## src/rtl/uart_hex_receiver.sv

```systemverilog
// 8N1 UART receiver that keeps ASCII hex digits and shifts them into a 16-bit display value.
// Optional build macro UART_HEX_CLEAR_EN: an accepted CR or ESC byte clears data.
module uart_hex_receiver #(
  parameter int CLK_FREQ = 50_000_000,
  parameter int BAUD     = 115200
) (
  input  logic        clk,
  input  logic        rst_n,
  input  logic        rx,
  output logic [15:0] data,
  output logic        digit_stb,
  output logic        frame_err
);

  localparam int CLKS_PER_BIT = CLK_FREQ / BAUD;
  localparam int TW = (CLKS_PER_BIT > 1) ? $clog2(CLKS_PER_BIT) : 1;
  localparam logic [TW-1:0] HALF_LAST = TW'(CLKS_PER_BIT / 2 - 1);
  localparam logic [TW-1:0] BIT_LAST  = TW'(CLKS_PER_BIT - 1);

  typedef enum logic [1:0] {
    IDLE  = 2'd0,
    START = 2'd1,
    DATA  = 2'd2,
    STOP  = 2'd3
  } state_t;

  logic          rx_meta;
  logic          rx_sync;
  state_t        state;
  logic [TW-1:0] timer;
  logic [2:0]    bit_idx;
  logic [7:0]    shift;
  logic          byte_done;
  logic          byte_ok;
  logic          is_hex;
  logic [3:0]    nibble;

  // Two-flop synchronizer; resets to the idle line level so reset itself is not a start bit.
  always_ff @(posedge clk or negedge rst_n) begin
    if (!rst_n) begin
      rx_meta <= 1'b1;
      rx_sync <= 1'b1;
    end else begin
      rx_meta <= rx;
      rx_sync <= rx_meta;
    end
  end

  always_ff @(posedge clk or negedge rst_n) begin
    if (!rst_n) begin
      state     <= IDLE;
      timer     <= '0;
      bit_idx   <= 3'd0;
      shift     <= 8'h00;
      byte_done <= 1'b0;
      byte_ok   <= 1'b0;
    end else begin
      byte_done <= 1'b0;
      case (state)
        IDLE: begin
          timer <= '0;
          if (!rx_sync) state <= START;
        end
        START: begin
          if (timer == HALF_LAST) begin
            timer   <= '0;
            bit_idx <= 3'd0;
            state   <= rx_sync ? IDLE : DATA;
          end else begin
            timer <= timer + 1'b1;
          end
        end
        DATA: begin
          if (timer == BIT_LAST) begin
            timer <= '0;
            shift <= {rx_sync, shift[7:1]};
            if (bit_idx == 3'd7) begin
              state <= STOP;
            end else begin
              bit_idx <= bit_idx + 3'd1;
            end
          end else begin
            timer <= timer + 1'b1;
          end
        end
        STOP: begin
          // Leaving at mid stop bit leaves half a bit to spot a back-to-back start edge.
          if (timer == BIT_LAST) begin
            timer     <= '0;
            byte_done <= 1'b1;
            byte_ok   <= rx_sync;
            state     <= IDLE;
          end else begin
            timer <= timer + 1'b1;
          end
        end
        default: begin
          state <= IDLE;
          timer <= '0;
        end
      endcase
    end
  end

  always_comb begin
    is_hex = 1'b0;
    nibble = 4'h0;
    if (shift >= 8'h30 && shift <= 8'h39) begin
      is_hex = 1'b1;
      nibble = shift[3:0];
    end else if ((shift >= 8'h41 && shift <= 8'h46) || (shift >= 8'h61 && shift <= 8'h66)) begin
      is_hex = 1'b1;
      nibble = shift[3:0] + 4'd9;
    end
  end

  always_ff @(posedge clk or negedge rst_n) begin
    if (!rst_n) begin
      data      <= 16'h0000;
      digit_stb <= 1'b0;
      frame_err <= 1'b0;
    end else begin
      digit_stb <= 1'b0;
      frame_err <= 1'b0;
      if (byte_done) begin
        if (!byte_ok) begin
          frame_err <= 1'b1;
        end else if (is_hex) begin
          data      <= {data[11:0], nibble};
          digit_stb <= 1'b1;
        end
`ifdef UART_HEX_CLEAR_EN
        else if (shift == 8'h0D || shift == 8'h1B) begin
          data <= 16'h0000;
        end
`else
        else begin
          data <= data;
        end
`endif
      end
    end
  end

endmodule
```

## config.mk

```make
export PLATFORM = sky130hd
export DESIGN_NAME = uart_hex_receiver
export DESIGN_NICKNAME = d
export VERILOG_FILES = /design/src/rtl/uart_hex_receiver.sv
export SDC_FILE = /design/constraint.sdc
export NUM_CORES = 1
export LEC_CHECK = 0
export ABC_AREA = 1
export BUFFER_PORTS_ARGS = -buffer_cell sky130_fd_sc_hd__buf_4
export CORE_MARGIN = 2
export CORE_UTILIZATION = 47
export CTS_BUF_LIST = sky130_fd_sc_hd__clkbuf_4 sky130_fd_sc_hd__clkbuf_8
export DETAILED_ROUTE_END_ITERATION = 10
export PLACE_DENSITY = 0.68
export SYNTH_ARGS = -nofsm -noshare
export SYNTH_HDL_FRONTEND = slang
export SYNTH_SLANG_ARGS = --single-unit
export TNS_END_PERCENT = 100
```

## constraint.sdc

```tcl
create_clock -name clk -period 1.4 [get_ports clk]
set_input_delay 0.07 -clock clk [delete_from_list [all_inputs] [get_ports clk]]
set_output_delay 0.07 -clock clk [all_outputs]
set_load 0.005 [all_outputs]
```

## Word level (Yosys, flattened, before mapping)

Index checks and enable logic that the tools add are counted.

- Register bits: 44
- Bits in latches: 0
- Bits in writable memories: 0
- Memory bits (read-only): 0
- Bits of input ports: 3
- Memories: 0

- Add/sub/neg operators: 3
- Multipliers: 0
- Divide/modulo/power cells: 0
- Magnitude comparators: 6
- Equal/unequal tests: 12
- Shift-type cells: 0
- Multiplexer cells: 25
- Bitwise gates (word level): 0
- Reduce and logical (&&, ||, !) cells: 12

Operators by type and width:

| kind | number |
|---|---|
| case mux 9 bit (3 select lines) | 1 |
| two-way mux 9 bit | 2 |
| >= comparator 8 x 7 -> 1 bit, second input constant | 2 |
| <= comparator 8 x 7 -> 1 bit, second input constant | 2 |
| two-way mux 2 bit | 6 |
| != test 2 bit, second input constant | 6 |
| adder 9 x 1 -> 9 bit, second input constant | 1 |
| equality test 9 x 8 -> 1 bit, second input constant | 1 |
| equality test 9 bit, second input constant | 1 |
| two-way mux 1 bit | 9 |
| two-way mux 3 bit | 3 |
| >= comparator 8 x 6 -> 1 bit, second input constant | 1 |
| <= comparator 8 x 6 -> 1 bit, second input constant | 1 |
| two-way mux 4 bit | 2 |
| case mux 2 bit (4 select lines) | 1 |
| case mux 3 bit (2 select lines) | 1 |
| AND reduction 5 bit | 1 |
| adder 4 bit, second input constant | 1 |
| equality test 2 bit, second input constant | 2 |
| AND reduction 2 bit | 2 |
| AND reduction 4 bit | 1 |
| adder 3 x 1 -> 3 bit, second input constant | 1 |
| equality test 3 bit, second input constant | 1 |
| logical AND 1 bit | 3 |
| other kinds (6) | 6 |

## Depth between registers and ports, before layout

Gate-level depths: netlist of run 1.

- Depth in word-level cells: 8
- Depth in mapped cells: 11

## Worst setup path after synthesis of run 1

No wires, ideal clock.

- Path kind: flip-flop to flip-flop
- Start point: register shift[0]
- End point: register data[7]
- Data arrival time: 1.296 ns
- Required time: 1.282 ns
- Slack: -0.013 ns
- Cell stages (with the launch flop): 12
- Buffers on the path: 1
- Path through: dfrtp_1 inv_1 ha_1 nand2_2 nor2_2 nand2_2 nand2_2 nand2_4 nand2_4 buf_6 nand2_1 nand2_1

- Word-level cells in the longest chain between the ends: 6
- Elaborated cells between the ends (all ways): 13
- Those cells by class: order compare: 6; mux: 2; reduce/logical: 5

RTL lines:

| element | line | text |
|---|---|---|
| from (decl) | 32 | `logic [7:0] shift;` |
| from (signal assigned) | 76 | `shift <= {rx_sync, shift[7:1]};` |
| >= comparator 8 x 7 -> 1 bit or <= comparator 8 x 7 -> 1 bit (tied branches) | 111 | `end else if ((shift >= 8'h41 && shift <= 8'h46) \|\| (shift >= 8'h61 && shift <= 8'h66)) begin` |
| logical AND 1 bit | 111 |  |
| logical OR 1 bit | 111 |  |
| two-way mux 1 bit | 111 |  |
| two-way mux 1 bit (*) | 108 | `if (shift >= 8'h30 && shift <= 8'h39) begin` |
| AND reduction 3 bit (no line) (*) | n/a |  |
| to (signal assigned) | 129 | `data <= {data[11:0], nibble};` |
| to (signal assigned) | 138 | `data <= data;` |
| to (decl) | 10 | `output logic [15:0] data,` |

Every way passes the cells marked *; elsewhere a longest branch is shown, timed or not.
A chain may end at the register's enable or synchronous reset.

## Worst setup path after layout of run 1

Same ends and word-level chain as after synthesis.

==> results of run 1 <==
-- what timing repair did --
item	4_1_cts	5_1_grt
hold endpoints to repair	43	0
hold buffers	2	0
resized for setup	13	93
buffers inserted	4	10
gates cloned	3	1
pin swaps	6	27
setup endpoints to repair	36	40
-- area by class of cell --
class	instances	area share (%)
timing repair buffer	49	13.2
tap	52	2.12
sequential	44	36.0
clock inverter	2	1.26
clock buffer	6	2.69
multi-input combinational	182	40.9
inverter	30	3.79
-- kinds of logic after synthesis --
kind of cell	count (synthesis)	share of synthesized area [%]
AO/OA/AOI/OAI	22	5.53
XOR/XNOR	2	0.824
adder cells (fa/ha/maj)	8	4.71
buffers and inverters	34	6.71
flip-flops	44	51.9
AND/OR/NAND/NOR	146	30.4
-- flip-flops by register name, indices dropped and copies added (netlist names), named ones only --
register and flops:
bit_idx 3, data 16, byte_done 1, frame_err 1, state 1, shift 8
digit_stb 1, rx_meta 1, byte_ok 1, timer 9, rx_sync 1
-- power by group through the flow --
| stage | registers (mW) | logic [mW] | clock network [mW] |
|---|---|---|---|
| CTS | 1.28 | 0.0354 | 1.06 |
| global placement | 1.30 | 0.0313 | 0 |
| global route | 1.28 | 0.0403 | 1.10 |
| floorplan | 1.30 | 0.000787 | 0 |
| finish | 1.28 | 0.0330 | 1.04 |
| detailed placement | 1.30 | 0.0313 | 0 |
-- critical path: stages, from the launching register on --
cell and delay, ns:
dfrtp_2 0.45, inv_2 0.10, ha_4 0.14, nand2_4 0.06, nor2_4 0.11, nand2_2 0.08
nand2_4 0.13, buf_12 0.12, nand2_4 0.05, nand3_1 0.10, nand2_2 0.05
-- per-stage QoR --
stage	instances	instance area (µm²)	hold slack [ns]
after global placement	337	2410	0.105
after floorplan	256	2130	-0.226
after global routing	365	3070	0.363
after CTS	354	2680	0.319
final	365	3070	0.296
after detailed placement	337	2410	0.106
-- worst max path at each step --
stage                       to  slack, ns  depth (start not counted)
finish                 data[7]      -0.09                         10
floorplan             data[15]      0.005                         10
global placement       data[3]      -0.08                          9
CTS                 bit_idx[2]      0.003                         11
detailed placement     data[3]      -0.09                          9
global route           data[8]      -0.17                         10
-- Yosys cell counts (all sizes together) (2+ instances only) --
cell type,instances
dfstp,2
a21oi,7
o21a,2
o21ai,12
inv,29
ha,8
dfrtp,42
nand2,94
nand3,27
and3,2
nor2,20
buf,3
-- per-layer routing --
metal	track usage (%)	wire length, µm
met1	22.7	2080
met2	31.6	2550
met3	4.78	122
met4	8.39	123
met5	0	0
==> metrics.yaml, run 1 <==
yosys:
  postSynthAreaPerCell_um2: 8.31
  netlist_instances: 256
  synth.net_count: 267
  synth.ff_latch_count: 44
  yosysTopAreaCell: "dfrtp_1"
  async_reset_ff_share_pct: 100
  ys_seq_area_share_pct: 51.9
  netlist_top_cells_area: "dfrtp_1 (49%), nand2_1 (15%), nand3_1 (6.4%)"
  synth_area_um2: 2130
  synth_top_area_share_pct: 49.4
  yosysWarnings: 0
  ys_types: 27
  synth_ff_type: "dfrtp_1"
  synth_edf_count: 0
sta:
  tightest_slew_ns: 0.555
  finalCriticalPeriod_ns: 1.49
  hold_viol_final: 0
  relSlewSlack_pct: 63.0
  setup_viol: 26
  finalCritPeriodShare_pct: 106
  fmax_mhz: 673
  rsz0062_at_grt: "yes"
  fin_skew_ns: 0.00470
  setup_ws_ns: -0.0867
  setup_tns_ns: -1.17
  drv_slew: 0
routing:
  routedWlPerCell_um: 13.4
  drt-total-wl_um: 4870
  drtIter0Drc: 85
  drc: 0
  drt-pass1-iter-count: 4
  num_vias: 1834
  final_antenna_net_count: 0
  vias_per_cell: 5.02
power:
  power_leakage_nw: 1.55
  ir_drop_mv: 0.662
  p_sw_share_pct: 20.5
  power.total_mw: 2.35
  combinationalPowerShare_pct: 1.4
  power.density_nw_per_um2: 763
  p_seq_share_pct: 54.4
  switchingPower_uw: 480
  p_int_mw: 1.87
  clockPowerShare_pct: 44.2
critical_path:
  crit_type: "reg2reg"
  cp_data_required_time_ns: 1.60
  r2r-start: "shift[0]"
  critPathLaunch: "shift[0]"
  reg2reg_depth: 10
  critPathLaunchType: "flip-flop"
  reg2reg_to: "data[7]"
  crit_path_end_kind: "flip-flop"
  critPathMaxFanout: 4
  cp.arrival_ns: 1.68
  r2r_slack_ns: -0.09
job:
  maxCapViolCount: 0
layout:
  fillers: 294
  multiInputGateArea_um2: 1260
  regArea_um2: 1110
  drive_gt1_share_pct: 47.0
  syn_to_final_growth_pct: 44.5
  final_cell_mix: "nand2_1 (56), buf_4 (43), dfrtp_1 (39), nand2_2 (22), nand3_1 (21)"
  antenna-diode-count: 0
  final_util_pct: 70.6
  fin_nets: 323
  layout_commonest_cell: "nand2_1"
clock_tree:
  cts_made_buffers: 5
  ctsRootBufferMaster: "clkbuf_8"
  path_clk_slew_ns: 0.08
  cts_max_path_buffers: 2
  cts_tree: "done"
  clock_latency_ns: 0.30
  htreeDepth: 2
  clock-sinks: 44
placed_design:
  dpl_worst_slack_ns: -0.0917
  portBuffers: 20
  finalWeightedCongestion: 0.814
  dp_hpwl_um: 2690
global_route:
  grt_pass1_wl_um: 7420
  grt_overflow_total: 0
  grt_pass1_vias: 1737
  grt_max_degree: 45
  grt_usage_pct: 18.7
  antenna_found_initial: 0
floorplanning:
  fp.dieH_um: 71.3
  placementRows: 24
  start_util_pct: 48.9
  dieArea_um2: 5080
  ioPinCount: 21
  core-area_um2: 4350
  fp.dieW_um: 71.3
status:
  outcome: "complete, but fails checks"
  violations: "negative setup slack"
min_path:
  worstHoldPathType: "in2async"
(Power assumes the default switching activity.)
==> run 2: changes to the inputs <==
--- a/config.mk
+++ b/config.mk
@@ -7,11 +7,11 @@
 export LEC_CHECK = 0
 export ABC_AREA = 1
 export BUFFER_PORTS_ARGS = -buffer_cell sky130_fd_sc_hd__buf_4
-export CORE_MARGIN = 2
 export CORE_UTILIZATION = 47
 export CTS_BUF_LIST = sky130_fd_sc_hd__clkbuf_4 sky130_fd_sc_hd__clkbuf_8
 export DETAILED_ROUTE_END_ITERATION = 10
 export PLACE_DENSITY = 0.68
+export SLEW_MARGIN = 40
 export SYNTH_ARGS = -nofsm -noshare
 export SYNTH_HDL_FRONTEND = slang
 export SYNTH_SLANG_ARGS = --single-unit
==> metrics.yaml, run 2 (synthesis results as in run 1) <==
global_route:
  grt_overflow_total: 0
  grt_pass1_vias: 1795
  grt_pass1_wl_um: 7660
  grt_usage_pct: 20.3
  antenna_found_initial: 0
  grt_max_degree: 45
layout:
  largest_register_ff_count: 16
  layout_commonest_cell: "nand2_1"
  fin_nets: 320
  final_cell_mix: "nand2_1 (55), dfrtp_1 (41), buf_4 (38), nand2_2 (27), nand3_1 (22)"
  stdcell_area_um2: 3020
  largestRegisters: "data: 16 flops, timer: 9 flops, shift: 8 flops"
  largest-register: "data"
  fillers: 333
  drive_gt1_share_pct: 44.8
  syn_to_final_growth_pct: 41.9
  antenna-diode-count: 0
sta:
  holdWs_ns: 0.298
  tightest_slew_ns: 0.540
  drv_slew: 0
  relSlewSlack_pct: 64.0
  hold_viol_final: 0
  finalCritPeriodShare_pct: 106
  fin_skew_ns: 0.0108
  rsz0062_at_grt: "yes"
  setup_viol: 28
  finalCriticalPeriod_ns: 1.48
  setup_ws_ns: -0.0799
  fmax_mhz: 676
status:
  violations: "negative setup slack"
  outcome: "complete, but fails checks"
floorplanning:
  start_util_pct: 48.9
  fp.dieW_um: 69.3
  ioPinCount: 21
  fp.dieH_um: 69.3
  dieArea_um2: 4800
  core-area_um2: 4350
  placementRows: 24
critical_path:
  crit_chain: "inv_1 > ha_2 > nand2_2 > nor2_2 > nand2_2 > nand2_4 > nand2_4 > inv_2 > nand2_4 > nand2_2 > o21ai_2"
  reg2reg_to: "bit_idx[2]"
  crit_path_top_delay_cell: "dfrtp_1"
  cp_data_required_time_ns: 1.60
  critPathMaxFanout: 4
  r2r_slack_ns: -0.08
  cpPeakStageDelay_ns: 0.42
  cp.arrival_ns: 1.68
  r2r-start: "timer[0]"
  reg2reg_depth: 11
  critPathLaunchType: "flip-flop"
  crit_path_end_kind: "flip-flop"
  crit_type: "reg2reg"
routing:
  num_vias: 1843
  final_antenna_net_count: 0
  drt-pass1-iter-count: 4
  drt-total-wl_um: 4800
  vias_per_cell: 5.09
  drtIter0Drc: 80
  drc: 0
  routedWlPerCell_um: 13.3
placed_design:
  finalWeightedCongestion: 0.804
  portBuffers: 20
  dp_hpwl_um: 2810
  dpl_cell_area_um2: 2450
job:
  maxCapViolCount: 0
clock_tree:
  clock-sinks: 44
  ctsRootBufferMaster: "clkbuf_8"
  htreeDepth: 2
  cts_tree: "done"
  clock_latency_ns: 0.30
  path_clk_slew_ns: 0.09
  cts_made_buffers: 5
  cts_max_path_buffers: 2
power:
  power.density_nw_per_um2: 775
  ir_drop_mv: 0.538
  power_leakage_nw: 1.52
  power.total_mw: 2.34
min_path:
  worstHoldPathType: "in2async"
-- run 2: metrics by stage --
stage | util, % | instances | TNS, ns | setup WS, ns
floorplan | - | 256 | 0 | 0.00488
global placement | 56.4 | 341 | -1.58 | -0.0896
detailed placement | 56.4 | 341 | -2.49 | -0.125
CTS | 63.2 | 358 | -0.0820 | -0.0117
global route | 69.3 | 362 | -3.96 | -0.163
finish | 69.3 | 362 | -0.778 | -0.0799
-- run 2: how the worst max path moves through the flow --
stage	startpoint	endpoint	slack (ns)	depth (start not counted)
after floorplan	shift[0]	data[15]	0.005	10
after global placement	shift[1]	data[15]	-0.09	9
after detailed placement	timer[1]	bit_idx[2]	-0.13	11
after CTS	shift[0]	data[1]	-0.01	10
after global routing	timer[0]	bit_idx[2]	-0.16	11
final	timer[0]	bit_idx[2]	-0.08	11
-- run 2: what timing repair did --
item / in CTS / in global routing
gates cloned: 4 / 0
pin swaps: 8 / 23
endpoints found under the hold margin: 43 / 0
hold buffers: 2 / 0
gates resized for setup: 24 / 69
setup buffers: 3 / 4
endpoints found under the setup margin: 36 / 38
-- run 2: area by class of cell --
class                      instances  area, µm²  area share (%)
multi-input combinational        182       1220            40.5
sequential                        44       1100            36.6
tap                               52       65.1            2.15
inverter                          30        114            3.77
clock buffer                       6       82.6            2.74
clock inverter                     2       38.8            1.28
timing repair buffer              46        390            12.9
-- run 2: metal layers --
metal / share of wire, % / track usage (%) / vias to the layer above
li1: - / - / 910
met1: 42 / 23.5 / 898
met2: 54 / 35.7 / 25
met3: 2.3 / 4.51 / 10
met4: 1.9 / 9.30 / 0
met5: 0 / 0 / -
-- run 2: worst max-delay path, delay by kind of cell (launching register included) --
kind | cells | cell delay (ns)
AND/OR/NAND/NOR | 7 | 0.57
buffers and inverters | 2 | 0.15
adder cells (fa/ha/maj) | 1 | 0.18
flip-flops | 1 | 0.42
AO/OA/AOI/OAI | 1 | 0.05
-- run 2: where the power goes --
part           switching (mW)  internal (mW)
Combinational          0.0254        0.00743
Clock                   0.447          0.584
Sequential            0.00188           1.27
